File: src/rtl/inst_rom_boot.sv
// rtl/inst_rom_boot.sv - boot-loadable instruction ROM with byte-stream loader
module inst_rom_boot #(
  parameter int AW = 6
) (
  input  logic        clk,
  input  logic        rst,
  input  logic        rom_ce_i,
  input  logic [31:0] rom_addr_i,
  output logic [31:0] rom_data_o,
  input  logic        load_start_i,
  input  logic        load_valid_i,
  input  logic [7:0]  load_byte_i,
  output logic        load_ready_o,
  output logic        load_done_o,
  output logic        load_err_o,
  output logic        cpu_hold_o
);

  localparam int DEPTH = 1 << AW;

  // Word-address counter is one bit wider than a 16-bit count so it never wraps.
  localparam logic [16:0] DEPTH_W = 17'(DEPTH);

  localparam logic [2:0] S_IDLE   = 3'd0;
  localparam logic [2:0] S_LEN_HI = 3'd1;
  localparam logic [2:0] S_LEN_LO = 3'd2;
  localparam logic [2:0] S_DATA   = 3'd3;
  localparam logic [2:0] S_DONE   = 3'd4;

  logic [2:0]  state;
  logic [2:0]  state_nxt;
  logic [15:0] words_left;
  logic [7:0]  len_hi;
  logic [1:0]  byte_cnt;
  logic [23:0] asm_word;
  logic [16:0] wr_addr;
  logic [31:0] mem [DEPTH];

  logic        xfer;
  logic        word_last_byte;
  logic        word_in_range;
  logic        wr_en;
  logic [31:0] wr_data;
  logic [15:0] len_full;

  // Handshake and status outputs decoded straight from the state.
  assign load_ready_o   = (state == S_LEN_HI) || (state == S_LEN_LO) || (state == S_DATA);
  assign load_done_o    = (state == S_DONE);
  assign cpu_hold_o     = (state != S_IDLE);
  assign xfer           = load_valid_i && load_ready_o;
  assign len_full       = {len_hi, load_byte_i};
  assign word_last_byte = (state == S_DATA) && xfer && (byte_cnt == 2'd3);
  assign word_in_range  = (wr_addr < DEPTH_W);
  assign wr_en          = word_last_byte && word_in_range;
  assign wr_data        = {asm_word, load_byte_i};

  // Next-state decode for the loader.
  always_comb begin
    state_nxt = state;
    case (state)
      S_IDLE:   if (load_start_i) state_nxt = S_LEN_HI;
      S_LEN_HI: if (xfer) state_nxt = S_LEN_LO;
      S_LEN_LO: if (xfer) state_nxt = (len_full == 16'd0) ? S_DONE : S_DATA;
      S_DATA:   if (word_last_byte && (words_left == 16'd1)) state_nxt = S_DONE;
      S_DONE:   state_nxt = S_IDLE;
      default:  state_nxt = S_IDLE;
    endcase
  end

  // State register.
  always_ff @(posedge clk or posedge rst) begin
    if (rst) begin
      state <= S_IDLE;
    end else begin
      state <= state_nxt;
    end
  end

  // Length capture, byte assembly and word/byte counters.
  always_ff @(posedge clk or posedge rst) begin
    if (rst) begin
      len_hi     <= 8'd0;
      words_left <= 16'd0;
      byte_cnt   <= 2'd0;
      asm_word   <= 24'd0;
      wr_addr    <= 17'd0;
    end else begin
      case (state)
        S_IDLE: begin
          if (load_start_i) begin
            len_hi     <= 8'd0;
            words_left <= 16'd0;
            byte_cnt   <= 2'd0;
            asm_word   <= 24'd0;
            wr_addr    <= 17'd0;
          end
        end
        S_LEN_HI: begin
          if (xfer) len_hi <= load_byte_i;
        end
        S_LEN_LO: begin
          if (xfer) words_left <= len_full;
        end
        S_DATA: begin
          if (xfer) begin
            byte_cnt <= byte_cnt + 2'd1;
            case (byte_cnt)
              2'd0:    asm_word[23:16] <= load_byte_i;
              2'd1:    asm_word[15:8]  <= load_byte_i;
              2'd2:    asm_word[7:0]   <= load_byte_i;
              default: begin
                wr_addr    <= wr_addr + 17'd1;
                words_left <= words_left - 16'd1;
              end
            endcase
          end
        end
        default: ;
      endcase
    end
  end

  // Overflow flag: set by any word beyond the array, cleared by the next start.
  always_ff @(posedge clk or posedge rst) begin
    if (rst) begin
      load_err_o <= 1'b0;
    end else if ((state == S_IDLE) && load_start_i) begin
      load_err_o <= 1'b0;
    end else if (word_last_byte && !word_in_range) begin
      load_err_o <= 1'b1;
    end
  end

  // Instruction storage; reset clears every word so fetches return NOP.
  always_ff @(posedge clk or posedge rst) begin
    if (rst) begin
      for (int i = 0; i < DEPTH; i++) mem[i] <= 32'd0;
    end else if (wr_en) begin
      mem[wr_addr[AW-1:0]] <= wr_data;
    end
  end

  // Zero-latency fetch port; returns NOP while loading or when out of range.
  always_comb begin
    rom_data_o = 32'd0;
    if (rom_ce_i && (state == S_IDLE) && (rom_addr_i[31:AW+2] == '0)) begin
      rom_data_o = mem[rom_addr_i[AW+1:2]];
    end
  end

endmodule

File: config.mk
export PLATFORM = sky130hd
export DESIGN_NAME = inst_rom_boot
export DESIGN_NICKNAME = d
export VERILOG_FILES = /design/src/rtl/inst_rom_boot.sv
export SDC_FILE = /design/constraint.sdc
export NUM_CORES = 2
export LEC_CHECK = 0
export BUFFER_PORTS_ARGS = -buffer_cell sky130_fd_sc_hd__buf_2
export CORE_MARGIN = 3
export CORE_UTILIZATION = 39
export CTS_BUF_LIST = sky130_fd_sc_hd__clkbuf_4 sky130_fd_sc_hd__clkbuf_8 sky130_fd_sc_hd__clkbuf_16
export DETAILED_ROUTE_END_ITERATION = 8
export SETUP_SLACK_MARGIN = 0.1
export SYNTH_ARGS = -nofsm -noshare
export SYNTH_HDL_FRONTEND = slang
export SYNTH_SLANG_ARGS = --single-unit
File: constraint.sdc
create_clock -name clk -period 97.2 [get_ports clk]
set_input_delay 29.16 -clock clk [delete_from_list [all_inputs] [get_ports clk]]
set_output_delay 29.16 -clock clk [all_outputs]
set_load 0.02 [all_outputs]
==> results.py <==
metrics = {
    "logic_synthesis": {
        "synthArstFlopShare": 1.00,
        "syn_area_sq_mm": 0.0967,
        "synth_edf_count": 0,
        "syn-num-nets": 6321,
        "syn_inst": 6268,
        "ys.flop_type": "dfrtp_1",
        "ys_types": 78,
        "seq_area_frac_synth": 0.548,
        "ys_ff_latch": 2119,
        "syn_area_per_cell_sq_um": 15.4,
        "synth_warnings": 0,
    },
    "setup_path": {
        "setup.worst_path.end_class": "primary output",
        "r2r-end": "mem[916]$_DFFE_PP0P_",
        "r2r_start": "state[1]$_DFFE_PP0P_",
        "cp-start-kind": "primary input",
        "slowest_stage": "buf_4",
        "crit_top_cell": "buf_4",
        "crit_path_cell_trace": "buf_8 > buf_12 > buf_4 > buf_4 > buf_4 > mux4_2 > nor2b_1 > o21ai_0 > a311oi_1 > a211oi_1 > buf_2",
        "cp.arrival_ns": 34.89,
        "rrSetupSlack_ns": 92.89,
        "path_class": "primary input to primary output",
        "slowest_delay_ns": 0.87,
        "crit_path_max_fanout": 83,
        "reg2regPathDepth": 6,
        "cp.required_ns": 68.04,
        "crit_end": "rom_data_o[3]",
        "crit_start": "rom_addr_i[2]",
    },
    "global_routing": {
        "grt_max_degree": 183,
        "top_usage_layer": "met2",
        "grt_first_pass_wirelength_mm": 417,
        "grt_use_total": 0.222,
        "met2_usage": 0.358,
        "met1_usage": 0.305,
        "grt_pass1_vias": 58900,
        "overflow": 0,
        "antenna_found_initial": 14,
        "grtUsageMet3": 0.0380,
    },
    "cts": {
        "clk_pin_slew_ns": 0.05,
        "tritoncts.num_buffers": 225,
        "postCtsSetupRepairBufs": 0,
        "clock-sinks": 2119,
        "cts_tree": "yes",
        "cts_root_buf": "clkbuf_16",
        "cts_resized": 0,
        "h-tree-depth": 4,
        "clockBufferDepth": 3,
        "clk_latency_ns": 0.87,
        "ctsHoldBuffers": 0,
    },
    "die": {
        "die-area_sq_mm": 0.254,
        "rows": 182,
        "start_util": 0.393,
        "die_x_um": 504,
        "io_pins": 81,
        "core_area_sq_mm": 0.246,
        "die_h_um": 504,
    },
    "routing": {
        "viasPerCell": 5.79,
        "wl_per_cell_um": 29.3,
        "num_vias": 55900,
        "drc": 0,
        "dr.pass1.iters": 5,
        "ant_nets": 0,
        "drtIter0Drc": 4259,
        "drt-total-wl_mm": 283,
    },
    "outcome": {
        "status": "completed",
    },
    "timing": {
        "post-route-period-util": 0.659,
        "worst_pin_slew_ns": 1.38,
        "skew_ns": 0.0350,
        "slew_headroom": 0.0810,
        "maxSlewViolCount": 0,
        "hold_viol": 0,
        "rsz0062_at_grt": "no",
        "finalSetupViolCount": 0,
        "fin_setup_tns_ns": 0,
        "fin_crit_ns": 64.05,
        "fmax_ghz": 0.0156,
    },
    "finish": {
        "drive_gt1_frac": 0.525,
        "seqCellArea_sq_mm": 0.0531,
        "area_growth_pct": 12.1,
        "multi_input_area_sq_mm": 0.0412,
        "final_common_cell": "dfrtp_1",
        "fillerInstances": 21800,
        "nets": 6185,
        "final_util": 0.440,
        "final_cell_mix": "dfrtp_1, mux2_2, mux4_2",
    },
    "power_and_ir_drop": {
        "p_leak_nw": 52.3,
        "cellPowerDensity_mw_per_mm2": 18.8,
        "ir_worst_vdd_v": 0.0000205,
    },
    "run": {
        "maxCapViolations": 0,
    },
    "placement": {
        "hpwl_mm": 160,
        "port_buffers": 78,
        "gp_congestion": 0.781,
    },
    "min_path": {
        "min_path_type": "register to register",
    },
}
[registers in the layout, indices dropped and copies added (netlist names)]
register    flops
asm_word       24
words_left     16
wr_addr        17
len_hi          8
state           3
mem          2048
load_err_o      1
byte_cnt        2
[per-layer routing]
layer | routed length [um] | vias up | part of all wire
met4 | 9230 | 4 | 0.033
met2 | 135000 | 1424 | 0.48
met3 | 15100 | 447 | 0.053
li1 | - | 23000 | -
met5 | 27 | - | 0.000095
met1 | 124000 | 31000 | 0.44
[critical path, delay by kind of cell]
kind	cells	cell delay, ns
multiplexers	1	0.57
buffers and inverters	6	3.50
AO/OA/AOI/OAI	3	1.20
AND/OR/NAND/NOR	1	0.25
[metrics by stage]
stage          total power, W  hold WS, ns  std cells  instance area (sq um)  worst slack [ns]
6_report              0.00203        0.479       9652                 108000             33.15
5_1_grt               0.00211        0.499       9641                 108000             32.76
4_1_cts               0.00205        0.483       9639                 108000             32.99
3_5_place_dp          0.00114        0.470       9216                 100000             33.00
3_3_place_gp          0.00113        0.462       9216                 100000             32.95
2_1_floorplan         0.00107        0.450       6268                  96700              8.18
[cells by family after synthesis]
kind of cell / synth area share
buffers and inverters: 0.0282
AND/OR/NAND/NOR: 0.0243
XOR/XNOR: 0.00172
multiplexers: 0.376
adder cells (fa/ha/maj): 0.00103
AO/OA/AOI/OAI: 0.0203
flip-flops: 0.548
[how the worst min path moves through the flow]
stage	end	startpoint	cells after the start	slack (ns)
floorplan	words_left[14]$_DFFE_PP0P_	words_left[14]$_DFFE_PP0P_	1	0.45
global placement	mem[629]$_DFFE_PP0P_	mem[629]$_DFFE_PP0P_	1	0.46
detailed placement	mem[665]$_DFFE_PP0P_	mem[665]$_DFFE_PP0P_	1	0.47
CTS	mem[665]$_DFFE_PP0P_	mem[665]$_DFFE_PP0P_	1	0.48
global route	mem[649]$_DFFE_PP0P_	mem[649]$_DFFE_PP0P_	1	0.50
finish	mem[659]$_DFFE_PP0P_	mem[659]$_DFFE_PP0P_	1	0.48
[cell usage after synthesis, types with 11 or more instances]
library cell,n,area share
a211oi_1,14,0.0011
o22ai_1,28,0.0018
nand3_1,42,0.0022
mux2_1,77,0.0090
buf_2,84,0.0043
mux2i_1,121,0.013
buf_1,200,0.0078
xor2_1,11,0.0010
dfrtp_1,2119,0.55
nor2b_1,21,0.0014
nor4_1,21,0.0014
inv_1,23,0.00089
buf_4,50,0.0039
nor2_1,102,0.0040
o21ai_0,60,0.0031
a22oi_1,39,0.0030
nand2b_1,20,0.0013
mux4_2,531,0.12
mux2_2,1986,0.23
a22o_1,14,0.0013
clkbuf_1,288,0.011
o221ai_1,11,0.0010
a21oi_1,50,0.0026
nand2_1,156,0.0061
nand4_1,13,0.00084
nor3_1,29,0.0015
[power breakdown]
group | internal [W] | switching (W) | total, W
sequential | 0.000899 | 0.0000426 | 0.000941
combinational | 0.0000475 | 0.000131 | 0.000178
clock | 0.000548 | 0.000366 | 0.000914
[layout make-up]
type                       instances  share of cell area
multi-input combinational       3501               0.380
tap                             3312              0.0382
sequential                      2119               0.489
clock buffer                     353              0.0645
inverter                          25            0.000958
clock inverter                    70             0.00948
antenna                           12            0.000277
timing repair buffer             260              0.0172
Note: power is estimated with default switching activity, not from simulation.
